### src/rtl/fir_pkg.sv
// Shared definitions for the subtract scheduler: output FSM encoding and the
// tag-width helper used to size requester indices.
package fir_pkg;

    typedef enum logic {
        EMPTY = 1'b0,
        FULL  = 1'b1
    } state_t;

    // Requester index width, never narrower than one bit.
    function automatic int tag_width(input int n);
        int w;
        w = $clog2(n);
        return (w < 1) ? 1 : w;
    endfunction

endpackage

### src/rtl/n_bit_csa_subtractor.sv
// Carry-select subtractor: in1 - in2 on sign-extended two's-complement operands,
// low half ripples while the high half is precomputed for both carry-in values.
module n_bit_csa_subtractor #(
    parameter int IN_W  = 8,
    parameter int OUT_W = IN_W + 1
) (
    input  logic [IN_W-1:0]  in1,
    input  logic [IN_W-1:0]  in2,
    output logic [OUT_W-1:0] diff
);

    localparam int LO_W = OUT_W / 2;
    localparam int HI_W = OUT_W - LO_W;

    logic [OUT_W-1:0] a_ext;
    logic [OUT_W-1:0] b_inv;
    logic [LO_W:0]    lo_sum;
    logic [HI_W-1:0]  hi_sum0;
    logic [HI_W-1:0]  hi_sum1;

    // Subtraction as a + ~b + 1, with the +1 entering at the low-half carry-in.
    assign a_ext = OUT_W'($signed(in1));
    assign b_inv = ~(OUT_W'($signed(in2)));

    assign lo_sum  = {1'b0, a_ext[LO_W-1:0]} + {1'b0, b_inv[LO_W-1:0]} + (LO_W+1)'(1);
    assign hi_sum0 = a_ext[OUT_W-1:LO_W] + b_inv[OUT_W-1:LO_W];
    assign hi_sum1 = a_ext[OUT_W-1:LO_W] + b_inv[OUT_W-1:LO_W] + HI_W'(1);

    assign diff = {(lo_sum[LO_W] ? hi_sum1 : hi_sum0), lo_sum[LO_W-1:0]};

endmodule

### src/rtl/csa_sub_scheduler.sv
// Round-robin scheduler sharing one subtractor among NUM_REQ requesters, with a
// single-entry registered result stage that sustains one result per cycle.
module csa_sub_scheduler
    import fir_pkg::*;
#(
    parameter int IN_DATAWIDTH  = 8,
    parameter int OUT_DATAWIDTH = IN_DATAWIDTH + 1,
    parameter int NUM_REQ       = 4,
    localparam int TAG_W        = tag_width(NUM_REQ)
) (
    input  logic                            clk,
    input  logic                            rst,
    input  logic [NUM_REQ-1:0]              req_valid,
    output logic [NUM_REQ-1:0]              req_ready,
    input  logic [NUM_REQ*IN_DATAWIDTH-1:0] req_in1,
    input  logic [NUM_REQ*IN_DATAWIDTH-1:0] req_in2,
    output logic                            res_valid,
    input  logic                            res_ready,
    output logic [OUT_DATAWIDTH-1:0]        res_data,
    output logic [TAG_W-1:0]                res_tag
);

    state_t                   state_reg;
    logic [OUT_DATAWIDTH-1:0] res_data_reg;
    logic [TAG_W-1:0]         res_tag_reg;
    logic [TAG_W-1:0]         rr_ptr_reg;
    logic [TAG_W-1:0]         rr_ptr_next;

    logic                     grant_valid;
    logic [TAG_W-1:0]         grant_idx;
    logic                     can_accept;
    logic                     transfer;
    logic [IN_DATAWIDTH-1:0]  in1_sel;
    logic [IN_DATAWIDTH-1:0]  in2_sel;
    logic [OUT_DATAWIDTH-1:0] diff;

    // First valid requester at or after rr_ptr, wrapping at NUM_REQ.
    always_comb begin
        grant_valid = 1'b0;
        grant_idx   = '0;
        for (int k = 0; k < NUM_REQ; k++) begin
            int idx;
            idx = int'(rr_ptr_reg) + k;
            if (idx >= NUM_REQ) begin
                idx = idx - NUM_REQ;
            end
            if (!grant_valid && req_valid[idx]) begin
                grant_valid = 1'b1;
                grant_idx   = TAG_W'(idx);
            end
        end
    end

    assign can_accept = !res_valid || res_ready;
    assign transfer   = grant_valid && can_accept && !rst;

    generate
        for (genvar gi = 0; gi < NUM_REQ; gi++) begin : g_ready
            assign req_ready[gi] = transfer && (grant_idx == TAG_W'(gi));
        end
    endgenerate

    assign in1_sel = req_in1[grant_idx*IN_DATAWIDTH +: IN_DATAWIDTH];
    assign in2_sel = req_in2[grant_idx*IN_DATAWIDTH +: IN_DATAWIDTH];

    n_bit_csa_subtractor #(
        .IN_W  (IN_DATAWIDTH),
        .OUT_W (OUT_DATAWIDTH)
    ) u_sub (
        .in1  (in1_sel),
        .in2  (in2_sel),
        .diff (diff)
    );

    assign rr_ptr_next = (grant_idx == TAG_W'(NUM_REQ - 1)) ? '0 : grant_idx + TAG_W'(1);

    always_ff @(posedge clk) begin
        if (rst) begin
            state_reg    <= EMPTY;
            res_data_reg <= '0;
            res_tag_reg  <= '0;
            rr_ptr_reg   <= '0;
        end else begin
            case (state_reg)
                EMPTY: begin
                    if (transfer) begin
                        state_reg <= FULL;
                    end
                end
                FULL: begin
                    if (res_ready && !transfer) begin
                        state_reg <= EMPTY;
                    end
                end
                default: state_reg <= EMPTY;
            endcase
            if (transfer) begin
                res_data_reg <= diff;
                res_tag_reg  <= grant_idx;
                rr_ptr_reg   <= rr_ptr_next;
            end
        end
    end

    assign res_valid = (state_reg == FULL);
    assign res_data  = res_data_reg;
    assign res_tag   = res_tag_reg;

endmodule

### config.mk
export PLATFORM = sky130hd
export DESIGN_NAME = csa_sub_scheduler
export DESIGN_NICKNAME = d
export VERILOG_FILES = /design/src/rtl/fir_pkg.sv /design/src/rtl/n_bit_csa_subtractor.sv /design/src/rtl/csa_sub_scheduler.sv
export SDC_FILE = /design/constraint.sdc
export NUM_CORES = 1
export LEC_CHECK = 0
export ABC_CLOCK_PERIOD_IN_PS = 5800
export CORE_ASPECT_RATIO = 1.4
export CORE_MARGIN = 5
export CORE_UTILIZATION = 45
export DETAILED_ROUTE_END_ITERATION = 16
export DONT_BUFFER_PORTS = 1
export PLACE_DENSITY = 0.68
export SETUP_SLACK_MARGIN = 0.15
export SLEW_MARGIN = 30
export SYNTH_ARGS = -nofsm -noshare
export SYNTH_HDL_FRONTEND = slang
export SYNTH_HIERARCHICAL = 1
export SYNTH_SLANG_ARGS = --single-unit
### constraint.sdc
create_clock -name clk -period 5.8 [get_ports clk]
set_clock_uncertainty 0.1 [all_clocks]
set_input_delay 0.87 -clock clk [delete_from_list [all_inputs] [get_ports clk]]
set_output_delay 0.87 -clock clk [all_outputs]
set_load 0.1 [all_outputs]
# Yosys cells after proc, flatten, opt, wreduce, memory -nomap -nowiden
# Index checks and enable logic that the tools add are counted.
[totals]
latch_bits = 0
ramBits = 0
inputBits = 71
wordCells = 78
output_inout_bits = 16
mem_count = 0
rom_bits = 0
reg_bits = 14
[classes]
mul = 0
div = 0
shift = 2
bitwise_logic = 2
reduce_logical = 18
add_sub_neg = 12
eq_ne = 3
mux = 29
n_lt_le_gt_ge = 8
[ops]
columns = ["operator", "count"]
rows = [
  ["$lt A32 B4 Y1 const B", 4],
  ["$mux W32", 4],
  ["$shiftx A32 B6 Y8", 2],
  ["$mux W1", 14],
  ["$sub A3 B3 Y4 const B", 3],
  ["$add A5 B1 Y5 const B", 2],
  ["$logic_and A1 B1 Y1", 10],
  ["$mux W2", 5],
  ["$ge A3 B3 Y1 const B", 3],
  ["$not A8 Y9", 1],
  ["$bmux W1 S2", 4],
  ["$add A2 B2 Y3 const B", 2],
  ["$logic_not A1 Y1", 6],
  ["$add A4 B4 Y5", 1],
  ["$add A5 B5 Y5", 1],
  ["$mux W5", 1],
  ["$eq A2 B2 Y1 const B", 2],
  ["$sub A2 B3 Y4 const B", 1],
  ["$add A2 B1 Y3 const B", 1],
  ["$ge A2 B3 Y1 const B", 1],
  ["$add A2 B1 Y2 const B", 1],
  ["$eq A2 B1 Y1 const B", 1],
  ["$logic_not A2 Y1", 1],
  ["$pmux W1 S2", 1],
  ["other kinds (2)", 2],
]

# Longest topological paths before layout
[logic_depth]
ltp_word = 21
ltp_mapped = 17
depth_no_buf = 15

# Modules after synthesis
# Netlist, hierarchy kept.
[by_module_without_submodules]
columns = ["module", "area_per_inst_um2", "cells_per_inst", "instances", "seq_area_each_um2"]
rows = [
  ["csa_sub_scheduler", 1226.2, 135, 1, 280.3],
  ["n_bit_csa_subtractor", 391.6, 46, 1, 0.0],
]

# Worst setup path before layout
# OpenSTA, ideal clock, no wires.
[synth_path]
path_type = "input to register"
start = "input req_valid[0]"
end = "register res_data_reg[5] (netlist: res_data[5])"
setup_time_ns = 0.129
setup_slack_ns = 2.291
required_ns = 5.571
n_path_buf = 2
cell_stages = 16
arrival_time_ns = 3.280
path_cell_list = "a21oi_2 o21ai_2 o2bb2a_4 buf_6 buf_6 mux2i_1 mux2i_1 inv_1 ha_1 inv_1 fa_1 a21o_1 a21oi_4 mux2_2 nand2_1 o21ai_0"
[synth_between]
elab_cells_between_ends = 36
cone_classes = "add/sub: 4; shift: 2; mux: 21; bitwise: 1; reduce/logical: 8"
[synth_lines]
columns = ["item", "line_no", "source"]
rows = [
  ["start, declared", "csa_sub_scheduler.sv:13", "input logic [NUM_REQ-1:0] req_valid,"],
  ["$bmux W1 S2", "csa_sub_scheduler.sv:47", "if (!grant_valid && req_valid[idx]) begin"],
  ["$mux W1 (implied by the code) (2 in series)", "csa_sub_scheduler.sv:47", ""],
  ["$mux W1", "csa_sub_scheduler.sv:47", ""],
  ["$logic_not A1 Y1", "csa_sub_scheduler.sv:47", ""],
  ["$logic_and A1 B1 Y1", "csa_sub_scheduler.sv:47", ""],
  ["$mux W1", "csa_sub_scheduler.sv:47", ""],
  ["$logic_not A1 Y1", "csa_sub_scheduler.sv:47", ""],
  ["$logic_and A1 B1 Y1", "csa_sub_scheduler.sv:47", ""],
  ["(+3 left out)", "n/a", ""],
  ["$mux W2 *", "csa_sub_scheduler.sv:47", ""],
  ["net grant_idx[1]", "csa_sub_scheduler.sv:30", "logic [TAG_W-1:0] grant_idx;"],
  ["$shiftx A32 B6 Y8 *", "csa_sub_scheduler.sv:63", "assign in1_sel = req_in1[grant_idx*IN_DATAWIDTH +: IN_DATAWIDTH];"],
  ["net in1_sel[0]", "csa_sub_scheduler.sv:33", "logic [IN_DATAWIDTH-1:0] in1_sel;"],
  ["$add A4 B4 Y5 *", "n_bit_csa_subtractor.sv:25", "assign lo_sum = {1'b0, a_ext[LO_W-1:0]} + {1'b0, b_inv[LO_W-1:0]} + (LO_W+1)'(1);"],
  ["$add A5 B1 Y5 *", "n_bit_csa_subtractor.sv:25", ""],
  ["$mux W5 *", "n_bit_csa_subtractor.sv:29", "assign diff = {(lo_sum[LO_W] ? hi_sum1 : hi_sum0), lo_sum[LO_W-1:0]};"],
  ["net diff[5]", "csa_sub_scheduler.sv:35", "logic [OUT_DATAWIDTH-1:0] diff;"],
  ["end signal, assigned", "csa_sub_scheduler.sv:98", "res_data_reg <= diff;"],
  ["end, declared", "csa_sub_scheduler.sv:24", "logic [OUT_DATAWIDTH-1:0] res_data_reg;"],
]
# The timed path passes the listed nets; every way through them passes the cells marked *. The select of a mux whose other input is x is not followed.
# A chain may end at the register's enable or synchronous reset.

# Final worst setup path
[layout_path]
start = "register state_reg (netlist: res_valid)"
end = "output req_ready[1]"
[layout_between]
elab_chain_cells = 5
[layout_lines]
columns = ["item", "line_no", "source"]
rows = [
  ["start, declared", "csa_sub_scheduler.sv:23", "state_t state_reg;"],
  ["start signal, assigned", "csa_sub_scheduler.sv:79", "state_reg <= EMPTY;"],
  ["start signal, assigned", "csa_sub_scheduler.sv:87", "state_reg <= FULL;"],
  ["start signal, assigned", "csa_sub_scheduler.sv:92", "state_reg <= EMPTY;"],
  ["$logic_not A1 Y1", "csa_sub_scheduler.sv:54", "assign can_accept = !res_valid || res_ready;"],
  ["$logic_or A1 B1 Y1", "csa_sub_scheduler.sv:54", ""],
  ["$logic_and A1 B1 Y1 (2 in series)", "csa_sub_scheduler.sv:55", "assign transfer = grant_valid && can_accept && !rst;"],
  ["$logic_and A1 B1 Y1", "csa_sub_scheduler.sv:59", "assign req_ready[gi] = transfer && (grant_idx == TAG_W'(gi));"],
  ["end, declared", "csa_sub_scheduler.sv:14", "output logic [NUM_REQ-1:0] req_ready,"],
]
# No other way between the ends.

==> results by group <==
Status
  • Outcome: completed

STA
  • RSZ-0062 raised after global routing: no
  • Final Cycle Share: 65.9%
  • Number of endpoints failing setup at the final stage: 0
  • Min Tclk post-route: 3.82 ns
  • Accumulated negative setup slack: 0 ns
  • Headroom to the max-slew limit: 33.1%
  • Transition time at the pin with the least slew margin: 1.00 ns
  • Total count of max-transition violations in the final report: 0
  • Final-report hold violation count: 0
  • Fmax achieved: 262 MHz

Synthesis
  • Fraction of registers with async set/reset: 0%
  • Post-synth net total: 267
  • Biggest area contributors in the synthesized netlist: sky130_fd_sc_hd__mux2i_1, sky130_fd_sc_hd__dfxtp_1, sky130_fd_sc_hd__ha_1, sky130_fd_sc_hd__nand2b_1, sky130_fd_sc_hd__o21ai_0
  • Predominant post-synthesis flop cell: sky130_fd_sc_hd__dfxtp_1
  • Post-synthesis sequential area ratio: 17.3%
  • Number of distinct library cells after synthesis: 37
  • Cells after synthesis: 181
  • Commonest cells in the synthesized netlist: sky130_fd_sc_hd__mux2i_1, sky130_fd_sc_hd__nand2b_1, sky130_fd_sc_hd__dfxtp_1, sky130_fd_sc_hd__inv_1
  • Number of synthesized register bits: 14
  • Number of enable flip-flop cells after synthesis: 0
  • Post-synth top area share: 30.3%
  • Number of warnings printed during yosys synthesis: 6
  • Mean cell area of the mapped netlist: 8.94 µm²
  • Most frequently used cell type in the post-synthesis netlist: sky130_fd_sc_hd__mux2i_1
  • Synthesized cell area: 1620 µm²
  • Cell type with the largest total area after synthesis: sky130_fd_sc_hd__mux2i_1

GRT
  • Vias in the first global route: 1402
  • Global-route total usage across every layer: 14.5%
  • Largest net degree at the start of global routing: 37
  • Initial antenna violation count: 0
  • First-pass GRT wire length: 5660 µm
  • Total gr overflow: 0

Critical path
  • Number of cells on the worst reg-to-reg path: 13
  • Slowest cell on the critical path: sky130_fd_sc_hd__and2_1
  • Cells traversed along the worst timing path: nand2b_1 -> nor3b_2 -> buf_4 -> and2_1
  • Required time worst endpoint: 4.83 ns
  • Number of buffers and inverters on the critical path: 1
  • Gate family responsible for the most delay along the worst path: simple AND/OR/NAND/NOR gates
  • Worst setup EP type: primary output
  • Critical Setup Path Class: register to primary output
  • Startpoint type of the worst setup path: register
  • Startpoint of the worst-slack reg-to-reg timing path: rr_ptr_reg[1]$_SDFFE_PP0P_
  • Max incr delay on CP: 0.80 ns
  • Launching instance or port of the critical path: res_valid$_SDFF_PP0_
  • Largest fanout on the critical path: 16
  • Number of logic stages on the critical path including buffering: 4
  • Arrival time reported for the critical path endpoint: 2.85 ns

Clocking
  • Number of buffers inserted by hold repair at cts: 0
  • CTS H-tree depth: 1
  • Clk pin slew, worst setup/hold paths: 0.06 ns
  • Clock sink count: 14
  • Clock root buffer master: sky130_fd_sc_hd__clkbuf_8
  • Number of buffers inserted by post-CTS setup repair: 0
  • Number of CTS-inserted buffers: 3
  • Clock tree from TritonCTS: yes
  • Post-CTS resize count: 0
  • Clock Tree Buf Depth: 2
  • Clock latency of the later-clocked register in the worst-skew pair: 0.24 ns

Floorplanning
  • Core Footprint: 3440 µm²
  • Die Y: 80.9 µm
  • Die W: 60.7 µm
  • Effective utilization at floorplan: 47.0%
  • Std-Cell Rows: 25
  • Die ar.: 4910 µm²
  • Top-Level Pins: 87

Placed design
  • Final estimated routing congestion in global placement: 0.720
  • Estimated wirelength of the detail-placed design: 3010 µm
  • Count of input and output buffers: 0

Min path
  • Kind of path behind the tightest hold check: register to register
  • Number of cells traversed by the worst hold path: 2
  • HP Start: rr_ptr_reg[0]$_SDFFE_PP0P_

Cells and area
  • Antenna cell count: 0
  • Net total in the final layout: 265
  • Proportion of layout cells with a drive suffix above 1: 9.55%
  • Max reg flops: 9
  • Area growth from synthesis to layout: 4.49%

Flow run
  • Max cap viols: 0

Detailed routing
  • Drt first-iter violations: 32
  • DRT Wirelength: 3470 µm
  • Via-to-Cell Ratio: 5.67
  • Total vias in the final route: 1237
  • Total iterations of the first detailed-routing run: 4
  • Post-DR wirelength/cell: 15.9 µm
  • DRC violations left: 0
  • Count of nets left with antenna violations after detail routing: 0

Power
  • Pwr/cell area: 489 nW/µm²
  • IR drop worst, VDD: 242 µV
  • Sum of internal, switching and leakage power: 0.826 mW
  • Total leakage power: 0.732 nW
worst paths after layout:
path / end / slack (ns)
max: req_ready[1] / 1.98
min: rr_ptr_reg[0]$_SDFFE_PP0P_ / 0.42
max reg2reg: res_data[5]$_SDFFE_PP0P_ / 2.17
min reg2reg: rr_ptr_reg[0]$_SDFFE_PP0P_ / 0.42
metrics by stage:
| stage | std cells | hold WS, ns | cell area, µm² | worst slack [ns] | utilization, % |
|---|---|---|---|---|---|
| after global routing | 218 | 0.497 | 1690 | 1.83 | 49.1 |
| after floorplan | 181 | 0.391 | 1620 | 2.29 | - |
| after global placement | 213 | 0.401 | 1620 | 1.72 | 47.2 |
| after CTS | 218 | 0.413 | 1690 | 1.93 | 49.1 |
| after detailed placement | 214 | 0.405 | 1640 | 1.88 | 47.5 |
| final | 218 | 0.420 | 1690 | 1.98 | 49.1 |
power by group:
| group | leakage, nW | switching [mW] | internal, mW |
|---|---|---|---|
| sequential | 0.117 | 0.239 | 0.129 |
| combinational | 0.587 | 0.198 | 0.169 |
| clock | 0.0288 | 0.0316 | 0.0599 |
| total | 0.732 | 0.469 | 0.358 |
layout by cell type, fill, tap and decap left out, drive strengths merged:
cell type,instances
nor3b,1
a2111oi,1
o21ai,13
nand2b,15
a21o,2
and2,4
xnor2,5
xor2,2
a211oi,1
nand2,13
dfxtp,14
ha,13
nor4,2
buf,3
or2b,1
nor3,1
and3,1
o2bb2a,1
fa,2
nand3,1
inv,15
mux2i,49
a21oi,9
a311oi,1
mux2,1
nor2,2
clkbuf,4
or2,1
cell families after synthesis:
kind of cell	after synthesis	share of synthesized area [%]
mux	50	31.0
simple gates	42	15.2
compound gates	28	11.7
buf+inv	25	8.51
fa+ha+maj	15	12.5
flops	14	17.3
xor+xnor	7	3.79
metal layers:
layer,part of all wire [%],global-route usage (%)
met1,36,13.9
met3,8.3,2.23
met5,0,0
met2,54,29.6
met4,1.7,4.56
worst register-to-register path, cell delays in order (launching register included):
cell and delay (ns):
sky130_fd_sc_hd__dfxtp_1 0.49, sky130_fd_sc_hd__mux2i_1 0.22, sky130_fd_sc_hd__nor2_1 0.08, sky130_fd_sc_hd__a311oi_4 0.57, sky130_fd_sc_hd__buf_6 0.25, sky130_fd_sc_hd__mux2i_1 0.21, sky130_fd_sc_hd__ha_1 0.16, sky130_fd_sc_hd__inv_1 0.05
sky130_fd_sc_hd__fa_1 0.39, sky130_fd_sc_hd__a21o_1 0.22, sky130_fd_sc_hd__a21oi_4 0.23, sky130_fd_sc_hd__mux2_2 0.37, sky130_fd_sc_hd__nand2_1 0.05, sky130_fd_sc_hd__o21ai_0 0.08
area by class of cell:
| cell class | count | area, µm² |
|---|---|---|
| clock buffers | 4 | 55.1 |
| fillers | 353 | 1750 |
| inverters | 15 | 56.3 |
| multi-input cells | 142 | 1220 |
| flip-flops and latches | 14 | 280 |
| well taps | 40 | 50.0 |
| repair buffers | 3 | 26.3 |
Power figures use the tool's default switching activity.
